--- src/rtl/rf_write_arbiter.sv ---
// Register-file write-port arbiter: pipeline writeback has priority, long-unit results queue in a FIFO.
// Optional WB_ARB_STATS_EN adds saturating commit/stall/kill counters.
`ifndef ASIZE
`define ASIZE 5
`endif
`ifndef DSIZE
`define DSIZE 32
`endif
`ifndef ISIZE
`define ISIZE 32
`endif

module rf_write_arbiter #(
    parameter int unsigned DEPTH        = 2,
    parameter int unsigned STARVE_LIMIT = 4,
    parameter int unsigned LINK_REG     = 31
) (
    input  logic                clk,
    input  logic                rst,
    input  logic                wb_wen,
    input  logic [`ASIZE-1:0]   wb_addr,
    input  logic [`DSIZE-1:0]   wb_data,
    input  logic                wb_jal,
    input  logic [`ISIZE-1:0]   wb_pc,
    input  logic                lu_valid,
    input  logic [`ASIZE-1:0]   lu_addr,
    input  logic [`DSIZE-1:0]   lu_data,
    output logic                lu_ready,
    output logic                stall_req,
    output logic                rf_wen,
    output logic [`ASIZE-1:0]   rf_waddr,
    output logic [`DSIZE-1:0]   rf_wdata
`ifdef WB_ARB_STATS_EN
    ,
    output logic [15:0]         stat_lu_writes,
    output logic [15:0]         stat_stalls,
    output logic [15:0]         stat_kills
`endif
);

    localparam int unsigned AW = `ASIZE;
    localparam int unsigned DW = `DSIZE;
    localparam int unsigned PW = (DEPTH > 1) ? $clog2(DEPTH) : 1;
    localparam int unsigned CW = PW + 1;

    logic [AW-1:0]    q_addr [DEPTH];
    logic [DW-1:0]    q_data [DEPTH];
    logic [DEPTH-1:0] q_kill;
    logic [PW-1:0]    rd_ptr;
    logic [PW-1:0]    wr_ptr;
    logic [CW-1:0]    count;
    logic [3:0]       wait_cnt;

    logic             non_empty;
    logic             pipe_req;
    logic [AW-1:0]    pipe_addr;
    logic [DW-1:0]    pipe_data;
    logic             grant_pipe;
    logic             grant_fifo;
    logic             push;
    logic [AW-1:0]    head_addr;
    logic [DW-1:0]    head_data;
    logic             head_kill;
    logic [DEPTH-1:0] kill_hit;
    logic [PW-1:0]    offset;

    assign non_empty  = (count != '0);
    assign lu_ready   = (count != CW'(DEPTH));
    assign stall_req  = non_empty && (wait_cnt == 4'(STARVE_LIMIT));

    assign pipe_req   = wb_wen || wb_jal;
    assign pipe_addr  = wb_jal ? AW'(LINK_REG) : wb_addr;
    assign pipe_data  = wb_jal ? DW'(wb_pc) : wb_data;

    assign grant_fifo = stall_req || (!pipe_req && non_empty);
    assign grant_pipe = pipe_req && !stall_req;
    assign push       = lu_valid && lu_ready;

    assign head_addr  = q_addr[rd_ptr];
    assign head_data  = q_data[rd_ptr];
    assign head_kill  = q_kill[rd_ptr];

    // Older queued results to the same register are superseded by a granted pipeline write.
    always_comb begin
        kill_hit = '0;
        offset   = '0;
        for (int i = 0; i < DEPTH; i++) begin
            offset      = PW'(i) - rd_ptr;
            kill_hit[i] = grant_pipe && ({1'b0, offset} < count) && (q_addr[i] == pipe_addr);
        end
    end

    // FIFO storage, pointers and occupancy.
    always_ff @(posedge clk or posedge rst) begin
        if (rst) begin
            for (int i = 0; i < DEPTH; i++) begin
                q_addr[i] <= '0;
                q_data[i] <= '0;
            end
            q_kill <= '0;
            rd_ptr <= '0;
            wr_ptr <= '0;
            count  <= '0;
        end else begin
            q_kill <= q_kill | kill_hit;
            if (push) begin
                q_addr[wr_ptr] <= lu_addr;
                q_data[wr_ptr] <= lu_data;
                q_kill[wr_ptr] <= 1'b0;
                wr_ptr         <= wr_ptr + PW'(1);
            end
            if (grant_fifo) begin
                rd_ptr <= rd_ptr + PW'(1);
            end
            case ({push, grant_fifo})
                2'b10:   count <= count + CW'(1);
                2'b01:   count <= count - CW'(1);
                default: count <= count;
            endcase
        end
    end

    // Head-of-queue age; saturates so stall_req holds until the head pops.
    always_ff @(posedge clk or posedge rst) begin
        if (rst) begin
            wait_cnt <= '0;
        end else if (!non_empty || grant_fifo) begin
            wait_cnt <= '0;
        end else if (wait_cnt != 4'(STARVE_LIMIT)) begin
            wait_cnt <= wait_cnt + 4'(1);
        end
    end

    // Registered write port; register 0 and killed entries consume the slot without writing.
    always_ff @(posedge clk or posedge rst) begin
        if (rst) begin
            rf_wen   <= 1'b0;
            rf_waddr <= '0;
            rf_wdata <= '0;
        end else if (grant_fifo) begin
            rf_wen   <= !head_kill && (head_addr != '0);
            rf_waddr <= head_addr;
            rf_wdata <= head_data;
        end else if (grant_pipe) begin
            rf_wen   <= (pipe_addr != '0);
            rf_waddr <= pipe_addr;
            rf_wdata <= pipe_data;
        end else begin
            rf_wen   <= 1'b0;
        end
    end

`ifdef WB_ARB_STATS_EN
    always_ff @(posedge clk or posedge rst) begin
        if (rst) begin
            stat_lu_writes <= '0;
            stat_stalls    <= '0;
            stat_kills     <= '0;
        end else begin
            if (grant_fifo && !head_kill && (head_addr != '0) && (stat_lu_writes != 16'hFFFF))
                stat_lu_writes <= stat_lu_writes + 16'd1;
            if (stall_req && (stat_stalls != 16'hFFFF))
                stat_stalls <= stat_stalls + 16'd1;
            if (grant_fifo && head_kill && (stat_kills != 16'hFFFF))
                stat_kills <= stat_kills + 16'd1;
        end
    end
`endif

endmodule

--- config.mk ---
export PLATFORM = sky130hd
export DESIGN_NAME = rf_write_arbiter
export DESIGN_NICKNAME = d
export VERILOG_FILES = /design/src/rtl/rf_write_arbiter.sv
export SDC_FILE = /design/constraint.sdc
export NUM_CORES = 1
export LEC_CHECK = 0
export CAP_MARGIN = 20
export CORE_ASPECT_RATIO = 1.75
export CORE_MARGIN = 2
export CORE_UTILIZATION = 51
export CTS_BUF_LIST = sky130_fd_sc_hd__clkbuf_2
export DETAILED_ROUTE_END_ITERATION = 16
export PLACE_DENSITY = 0.83
export SLEW_MARGIN = 20
export SYNTH_ARGS = -nofsm -noshare
export SYNTH_HDL_FRONTEND = slang
export SYNTH_SLANG_ARGS = --single-unit
--- constraint.sdc ---
create_clock -name clk -period 4.75 [get_ports clk]
set_input_delay 0.95 -clock clk [delete_from_list [all_inputs] [get_ports clk]]
set_output_delay 0.95 -clock clk [all_outputs]
set_load 0.02 [all_outputs]
==> metrics.txt, run 1 <==
worst reg-to-reg path cell count 9; share of post-route cells with drive strength above 1 ~22%; min cycle time layout between 3000 and 4000 ps; Post-Place Cells between 700 and 800; Setup crit start kind flop; Vias/cell between 5 and 6; Starting Density 52.31%; gpl congestion between 0.7 and 0.8; # fillers 828; Yosys top cell by area dfrtp_1; Via Count approximately 4300; Horiz. Die Dim roughly 85 µm; Peak VDD IR between 0.3 and 0.4 mV; slew margin rel. 53.13%; r2r setup slk between 2000 and 3000 ps; worst r2r dst count[1]; fmax ~310 MHz; # DRC 0; largest net degree at the start of global routing 95; RR Startpoint wait_cnt[0]; Post-synth EDFFs 0; ranking of synthesized cells by area dfrtp_1 (53%), mux2_2 (16%), mux2i_1 (12%); most common cell after layout, fill and taps aside clkdlybuf4s50_1; Resize count post-CTS 0; die area approximately 0.012 mm²; post-synthesis simple-gate area fraction under 10%; Tot GR Track Use 23.89%; Cells on Worst Hold Path 1; gr ovfl total 0; most frequent cells in the layout clkdlybuf4s50_1 (149), dfrtp_1 (121), mux2_2 (84), mux2i_1 (69), o22ai_1 (24); first-pass GRT wire length ~23000 µm; total negative slack 0 ps; clock sinks between 100 and 150; FF+latch count, synth roughly 120; number of max-cap violations 0; mux cell area share after synthesis 28.18%; drt total wl 13900 µm; area share of the largest cell type after synthesis a little over half; Min-Delay Path Class reg2reg; Synth Area in XOR/XNOR under 10%; clock slew at reported path FFs between 150 and 200 ps; Top FF cell, synth dfrtp_1; DP HPWL approximately 9800 µm; worst-path maximum fanout 4; WL/cell 18.46 µm; I/O pin count ~150; worst clock skew 23.47 ps; Data required, critical path between 3000 and 4000 ps; Pwr Density about 600 mW/mm²; row cnt between 50 and 60; syn nets 574; WS Path Type reg2out; CTS Buf Count 17; post-route ant nets 0; initial drt markers 268; Hold-fix buffers, CTS 0; Period Utilization, post-route approximately two thirds; largest family of logic cells by synthesized area multiplexers; Post-Synthesis Cells 460; I/O Buffers 150; unrepaired setup endpoints after global routing false; syn avg cell area roughly 13 µm²; Die H around 150 µm; Synth Cell Area 0.005808 mm²; Area Overhead vs Synth 33.74%; sequential-to-total area share from yosys stat roughly 53%; Nets 721; postcts setup bufs 0; leak pwr ~3.4 nW; crit path DAT around 2300 ps; Synth async-reset ratio 100.0%; Root Buffer Master clkbuf_2; warnings from Yosys 0; crit end category primary output; CORE AREA ~0.011 mm²; Critical path origin wait_cnt[0]; Synth cell types 40; slew at the pin closest to its max-slew limit 703.0 ps; worst skew pair latency 690 ps; critical path endpoint stall_req; drt pass-1 iters 4; H-Tree Level Count 4; Hold Vio Cnt, Final 0; Final setup viols 0; Slew Viols, Final 0; complex-gate fraction of the synthesized area 9.349%; vias in the first global route about 4700; adder-cell area share of the yosys netlist less than 1%; status finished clean; initial antenna violation count 1; maximum buffer depth of the clock tree 2; CTS tree yes; Final Instance Count excl. Fillers about 750
cell usage after synthesis, drive strengths merged (2+ instances only):
| cell type | n |
|---|---|
| dfrtp | 122 |
| o221ai | 7 |
| o22ai | 24 |
| inv | 7 |
| mux2i | 69 |
| a21oi | 4 |
| nand3 | 2 |
| or2 | 2 |
| mux2 | 84 |
| o21ai | 11 |
| a21o | 23 |
| xnor2 | 6 |
| nor2 | 16 |
| xor2 | 2 |
| o21a | 2 |
| nor3 | 6 |
| buf | 25 |
| clkbuf | 6 |
| ha | 3 |
| nand2 | 19 |
| nand2b | 5 |
| a221oi | 2 |
layer usage:
layer	track usage, %	vias up	part of all wire [%]
met5	0	-	0
met4	10.48	0	2.9
met3	5.631	30	5.0
met2	44.25	154	57
met1	24.94	2115	35
li1	-	1974	-
where the power goes:
group	internal, mW	switching [mW]
Combinational	1.07	0.862
Clock	0.453	0.403
Sequential	1.52	0.349
sequential cells by signal, indices dropped and copies added, names as in the netlist:
name and count:
rf_wdata 32, rd_ptr 1, rf_waddr 5, q_kill 2
rf_wen 1, wait_cnt 4, count 2, q_addr 10
wr_ptr 1, q_data 64
worst min path at each step:
stage / start / endpoint
floorplan: wait_cnt[0] / wait_cnt[0]
global placement: rf_wdata[2] / rf_wdata[2]
detailed placement: rf_wdata[22] / rf_wdata[22]
CTS: rf_wdata[16] / rf_wdata[16]
global route: rf_wdata[14] / rf_wdata[14]
finish: rf_wdata[16] / rf_wdata[16]
stage by stage:
| stage | setup slack, ps | cell area [µm²] | hold WS, ps | total power [mW] | utilization [%] |
|---|---|---|---|---|---|
| 2_1_floorplan | 557.5 | 5808 | 454.7 | 3.144 | - |
| 3_3_place_gp | 1698 | 7403 | 458.1 | 3.734 | 66.68 |
| 3_5_place_dp | 1656 | 7403 | 464.5 | 3.834 | 66.68 |
| 4_1_cts | 1455 | 7737 | 502.6 | 4.694 | 69.69 |
| 5_1_grt | 1425 | 7767 | 515.0 | 4.944 | 69.96 |
| 6_report | 1548 | 7767 | 501.7 | 4.662 | 69.96 |
logic make-up (layout without fill, tap and decap cells):
family,Yosys count,after routing
flip-flops,122,122
AO/OA/AOI/OAI,78,78
adder cells (fa/ha/maj),3,3
buffers and inverters,38,198
multiplexers,153,153
AND/OR/NAND/NOR,58,58
other,0,1
XOR/XNOR,8,8
critical path: stages, from the launching register on:
cell	delay [ps]
dfrtp_1	440
inv_1	70
ha_1	140
nand3b_1	160
nor2_1	150
clkdlybuf4s50_1	630
cell type report:
| type | count | area, µm² | share of cell area, % |
|---|---|---|---|
| clock inverter | 15 | 249.0 | 3.206 |
| clock buffer | 17 | 85.08 | 1.095 |
| sequential | 122 | 3054 | 39.32 |
| antenna | 1 | 2.502 | 0.03222 |
| multi-input combinational | 300 | 2586 | 33.30 |
| tap | 132 | 165.2 | 2.126 |
| inverter | 7 | 28.78 | 0.3705 |
| timing repair buffer | 159 | 1597 | 20.55 |
Note: power is estimated with default switching activity, not from simulation.
==> inputs of run 2 (changes only) <==
- CORE_UTILIZATION: 51 -> 46
- PLACE_DENSITY: 0.83 -> 0.79
- clock period: 4.75 -> 2.6 ns (I/O delays scaled with it)
==> metrics.txt, run 2 (synthesis gave the netlist of run 1 again) <==
worst-path maximum fanout 7 (+3); met3 WL 539 µm (-23%); sum of buffers and inverters on the critical path 1 (-1); Detail Route met2 WL 8037 µm (+1.4%); gpl congestion 0.8917 (+16%); number of max-cap violations 0 (unchanged); initial antenna violation count 1 (unchanged); Data required, critical path 2080 ps (-1720 ps); # DRC 0 (unchanged); CORE AREA 0.01243 mm² (+12%); Slew Viols, Final 0 (unchanged); initial drt markers 186 (-31%); CTS Buf Count 17 (unchanged); M1 WL 4911 µm (+0.86%); worst slack, placed 304.6 ps (-1351 ps); unrepaired setup endpoints after global routing false; Biggest register q_data; FF+latch area 0.003055 mm² (about the same); status finished clean; slew margin rel. 38.53% (-15 points); # fillers 1007 (+22%); Period Utilization, post-route 93.26%; Starting Density 46.72% (-5.6 points); Die H 152.6 µm (+5.1%); Pwr Density 1066 mW/mm² (+78%); worst skew pair latency 660 ps (-30 ps); Min-Delay Path Class in2async; I/O Buffers 150 (unchanged); CTS tree yes; total negative slack 0 ps (unchanged); Peak VDD IR 0.4819 mV (+44%); postcts setup bufs 0 (unchanged); Vias/cell 5.348 (-5.7%); min cycle time layout around 2400 ps; leak pwr 3.422 nW (-0.52%); worst clock skew 23.14 ps (-0.3283 ps); Largest register FFs 64 (unchanged); worst setup margin 175.3 ps (-1373 ps); drt pass-1 iters 4 (unchanged); DP HPWL 10060 µm (+2.5%); CP delay by family, top buffers and inverters; maximum buffer depth of the clock tree 2 (unchanged); die area 0.01358 mm² (+10%); vias in the first global route 4546 (-2.8%); Root Buffer Master clkbuf_2; H-Tree Level Count 4 (unchanged); most frequent cells in the layout clkdlybuf4s50_1 (148), dfrtp_1 (120), mux2_2 (84), mux2i_1 (69), o22ai_1 (24); Setup crit start kind flop; fmax 412.4 MHz; Nets 724 (+0.42%); Area Overhead vs Synth 33.82% (about the same); post-route ant nets 0 (unchanged); clock slew at reported path FFs 170 ps (about the same); Horiz. Die Dim 88.94 µm (+5.0%); slowest CP cell clkdlybuf4s50_1; Tot GR Track Use 21.90% (-2.0 points); r2r setup slk 590 ps (-2030 ps); Final setup viols 0 (unchanged); uppermost routed layer met4; Top Registers q_data (64), rf_wdata (32), q_addr (10); row cnt 54 (+5.9%); largest net degree at the start of global routing 61 (-36%); WL/cell 17.52 µm (-5.1%); Hold Vio Cnt, Final 0 (unchanged); share of post-route cells with drive strength above 1 22.47% (+0.38 points); drt total wl 13880 µm (-0.19%); WS Path Type reg2out; first-pass GRT wire length 22390 µm (-2.3%); crit end category primary output; Critical Path, Cell by Cell nand2b_4, clkdlybuf4s50_1; crit path DAT 1900 ps (-350 ps); clock sinks 122 (unchanged); slew at the pin closest to its max-slew limit 922.0 ps (+219.0 ps); area occupied by multi-input gates 0.002586 mm² (unchanged); most common cell after layout, fill and taps aside clkdlybuf4s50_1; Via Count 4236 (-0.87%); Hold-fix buffers, CTS 0 (unchanged); gr ovfl total 0 (unchanged); I/O pin count 151 (unchanged); Crit path largest cell delay 600 ps (-30 ps)
## run 2: cell count changes in the layout (fill, tap and decap cells not counted), moves of 2 or more
cell / previous run / this run
buf_12: 1 / 3
buf_4: 7 / 9
bufinv_16: 6 / 4
clkbuf_2: 17 / 19
clkinv_1: 0 / 2
clkinv_2: 2 / 4
clkinv_4: 5 / 1
clkinvlp_4: 2 / 4
## run 2: power by group
group | internal [mW] | total [mW] | switching, mW
Sequential | 2.79 | 3.49 | 0.703
Clock | 0.623 | 1.32 | 0.695
Combinational | 1.98 | 3.48 | 1.50
## run 2: layer usage
metal,track usage [%],up-vias
li1,-,1982
met1,22.81,2116
met2,40.23,110
met3,5.255,28
met4,9.240,0
met5,0,-
## run 2: cell type report
| cell class | instances | area share, % |
|---|---|---|
| diodes | 1 | 0.03220 |
| clock buffers | 18 | 1.159 |
| clock inverters | 14 | 2.302 |
| flip-flops and latches | 122 | 39.31 |
| multi-input cells | 300 | 33.27 |
| inverters | 7 | 0.3863 |
| repair buffers | 162 | 20.83 |
| well taps | 168 | 2.704 |
## run 2: timing repair
action | CTS | global route
gates resized for setup | 2 | 2
cloned | 0 | 0
endpoints found under the setup margin | 1 | 2
## run 2: metrics by stage
| stage | area (µm²) | hold slack [ps] | std cells | power [mW] | util (%) |
|---|---|---|---|---|---|
| 2_1_floorplan | 5812 | 454.7 | 460 | 5.744 | - |
| 3_3_place_gp | 7505 | 457.6 | 759 | 6.870 | 60.37 |
| 3_5_place_dp | 7505 | 465.4 | 759 | 7.048 | 60.37 |
| 4_1_cts | 7774 | 141.8 | 791 | 8.364 | 62.53 |
| 5_1_grt | 7772 | 120.6 | 792 | 8.823 | 62.52 |
| 6_report | 7772 | 197.1 | 792 | 8.286 | 62.52 |
## run 2: final timing paths
check                             from            to  cells after the start
max                           count[1]      lu_ready                      2
min                                rst  rf_wdata[10]                      2
max reg2reg                wait_cnt[0]   rf_wdata[1]                      7
min reg2reg                rf_wdata[3]   rf_wdata[3]                      1
max in group asynchronous          rst    q_data[18]                      3
min in group clk                wb_jal     q_kill[0]                      3
==> inputs of run 3 (changes only) <==
- CORE_UTILIZATION: 46 -> 60
- DONT_BUFFER_PORTS: not set -> 1
==> metrics.txt, run 3 (synthesis gave the netlist of run 1 again) <==
status finished clean; I/O pin count 151 (unchanged); leak pwr 2.972 nW (-13%); unrepaired setup endpoints after global routing false; share of post-route cells with drive strength above 1 26.18% (+3.7 points); grt met2 use 45.16% (+4.9 points); Area Overhead vs Synth 12.73%; drt pass-1 iters 6 (+2); reported net switching power 2.818 mW (-2.9%); gpl congestion 0.8300 (-6.9%); Min-Delay Path Class in2reg; total negative slack 0 ps (unchanged); Die H 134.2 µm (-12%); Period Utilization, post-route 90.59% (-2.7 points); Final Util 69.16% (+6.6 points); Tot GR Track Use 25.39% (+3.5 points); most common cell after layout, fill and taps aside dfrtp_1; post-route ant nets 0 (unchanged); CORE AREA 0.009468 mm² (-24%); sum of buffers and inverters on the critical path 1 (unchanged); min cycle time layout 2355 ps (-69.46 ps); Critical Path, Cell by Cell inv_1, ha_1, nand3b_1, nor2_1; DP HPWL 8130 µm (-19%); vias in the first global route 4165 (-8.4%); Data required, critical path 2080 ps (about the same); crit end category primary output; Post-Place Cells 559 (-26%); die area 0.01051 mm² (-23%); slew margin rel. 44.66% (+6.1 points); clock sinks 122 (unchanged); number of max-cap violations 0 (unchanged); Hold Vio Cnt, Final 0 (unchanged); initial drt markers 196 (+5.4%); layer carrying the most global-route usage met2; drt total wl 12560 µm (-9.5%); worst clock skew 25.44 ps (+2.304 ps); CP delay by family, top simple AND/OR/NAND/NOR gates; FF+latch area 0.003054 mm² (about the same); GR Layer Usage met1 28.14% (+5.3 points); Nets 609 (-16%); row cnt 47 (-13%); # fillers 699 (-31%); I/O Buffers 0 (-100%); worst skew pair latency 650 ps (about the same); Setup crit start kind flop; crit path DAT 1840 ps (-60 ps); Pwr Density 1158 mW/mm² (+8.7%); maximum buffer depth of the clock tree 2 (unchanged); Area after DPL 0.005908 mm² (-21%); fmax 424.6 MHz (+2.9%); Slew Viols, Final 0 (unchanged); Biggest register q_data; Starting Density 61.35% (+15 points); Vias/cell 6.133 (+15%); Logic pwr share 33.6% (-8.4 points); Largest register FFs 64 (unchanged); Crit path largest cell delay 440 ps (-160 ps); gr ovfl total 0 (unchanged); area occupied by multi-input gates 0.002586 mm² (unchanged); CTS Buf Count 17 (unchanged); Hold-fix buffers, CTS 39 (+39); CTS tree yes; slew at the pin closest to its max-slew limit 829.9 ps (-92.11 ps); Root Buffer Master clkbuf_2; clock share of power 16.4% (+0.5 points); Final setup viols 0 (unchanged); Horiz. Die Dim 78.38 µm (-12%); slowest CP cell dfrtp_1; worst-path maximum fanout 4 (-3); Final Cell Area 0.006548 mm² (-16%); Peak VDD IR 0.5968 mV (+24%); largest net degree at the start of global routing 123 (+100%); Sw Share 37.15% (+2.1 points); Seq pwr share 50.0% (+7.9 points); initial antenna violation count 1 (unchanged); Via Count 3870 (-8.6%); most frequent cells in the layout dfrtp_1 (121), mux2_2 (84), mux2i_1 (69), dlygate4sd3_1 (39), o22ai_1 (24); met3 usage 7.873% (+2.6 points); H-Tree Level Count 4 (unchanged); internal power 4.766 mW (-11%); WS Path Type reg2out; Final Instance Count excl. Fillers 631 (-20%); clock slew at reported path FFs 170 ps (about the same); Resize count post-CTS 0 (-2); first-pass GRT wire length 20420 µm (-8.8%); # DRC 0 (unchanged); WL/cell 19.91 µm (+14%); Top Registers q_data (64), rf_wdata (32), q_addr (10); Power, Total 7.584 mW (-8.5%); postcts setup bufs 0 (unchanged)
-- run 3: cell count changes in the layout (fill, tap and decap cells not counted), sizes merged --
cell	change
clkinv	+1
clkdlybuf4s50	-148
bufinv	-1
inv	+1
dlygate4sd3	+39
buf	-5
clkinvlp	-2
-- run 3: through the flow --
stage	worst slack [ps]	hold slack [ps]
4_1_cts	120.7	3.358
3_3_place_gp	543.7	467.2
2_1_floorplan	582.7	454.7
3_5_place_dp	412.2	482.1
5_1_grt	49.71	1.872
6_report	244.7	76.71
-- run 3: path summary, 6_finish.rpt --
check / from / endpoint / slack, ps / depth (start not counted)
worst min register to register: wait_cnt[0] / wait_cnt[0] / 510 / 1
worst max register to register: wait_cnt[0] / rf_wdata[5] / 400 / 7
worst max-delay path: wait_cnt[0] / stall_req / 240 / 4
max in group asynchronous: rst / q_data[1] / 1580 / 3
min in group asynchronous: rst / q_addr[7] / 500 / 3
worst min-delay path: wb_addr[3] / rf_waddr[3] / 80 / 2
-- run 3: worst register-to-register path: stages (launching register included) --
cell	delay, ps
dfrtp_1	440
inv_1	70
ha_1	140
nand3b_1	150
o21ai_2	690
buf_4	340
o22ai_1	120
a21o_1	160
-- run 3: power groups by stage --
stage | registers, mW | logic, mW | clock network (mW)
finish | 3.79 | 2.55 | 1.24
global route | 3.90 | 2.80 | 1.36
CTS | 3.78 | 2.57 | 1.28
detailed placement | 3.83 | 2.51 | 0
global placement | 3.77 | 2.40 | 0
floorplan | 3.54 | 2.21 | 0
-- run 3: layout make-up --
class | count | area share [%]
Antenna cell | 1 | 0.03822
Clock buffer | 19 | 1.452
Sequential cell | 122 | 46.65
Clock inverter | 13 | 2.312
Inverter | 7 | 0.4586
Multi-Input combinational cell | 300 | 39.50
Timing Repair Buffer | 47 | 7.262
Tap cell | 122 | 2.331
-- run 3: per-layer routing --
layer,up-vias,share of wire (%)
met1,1915,37
met4,0,2.2
li1,1759,-
met3,29,6.1
met2,167,55
met5,-,0
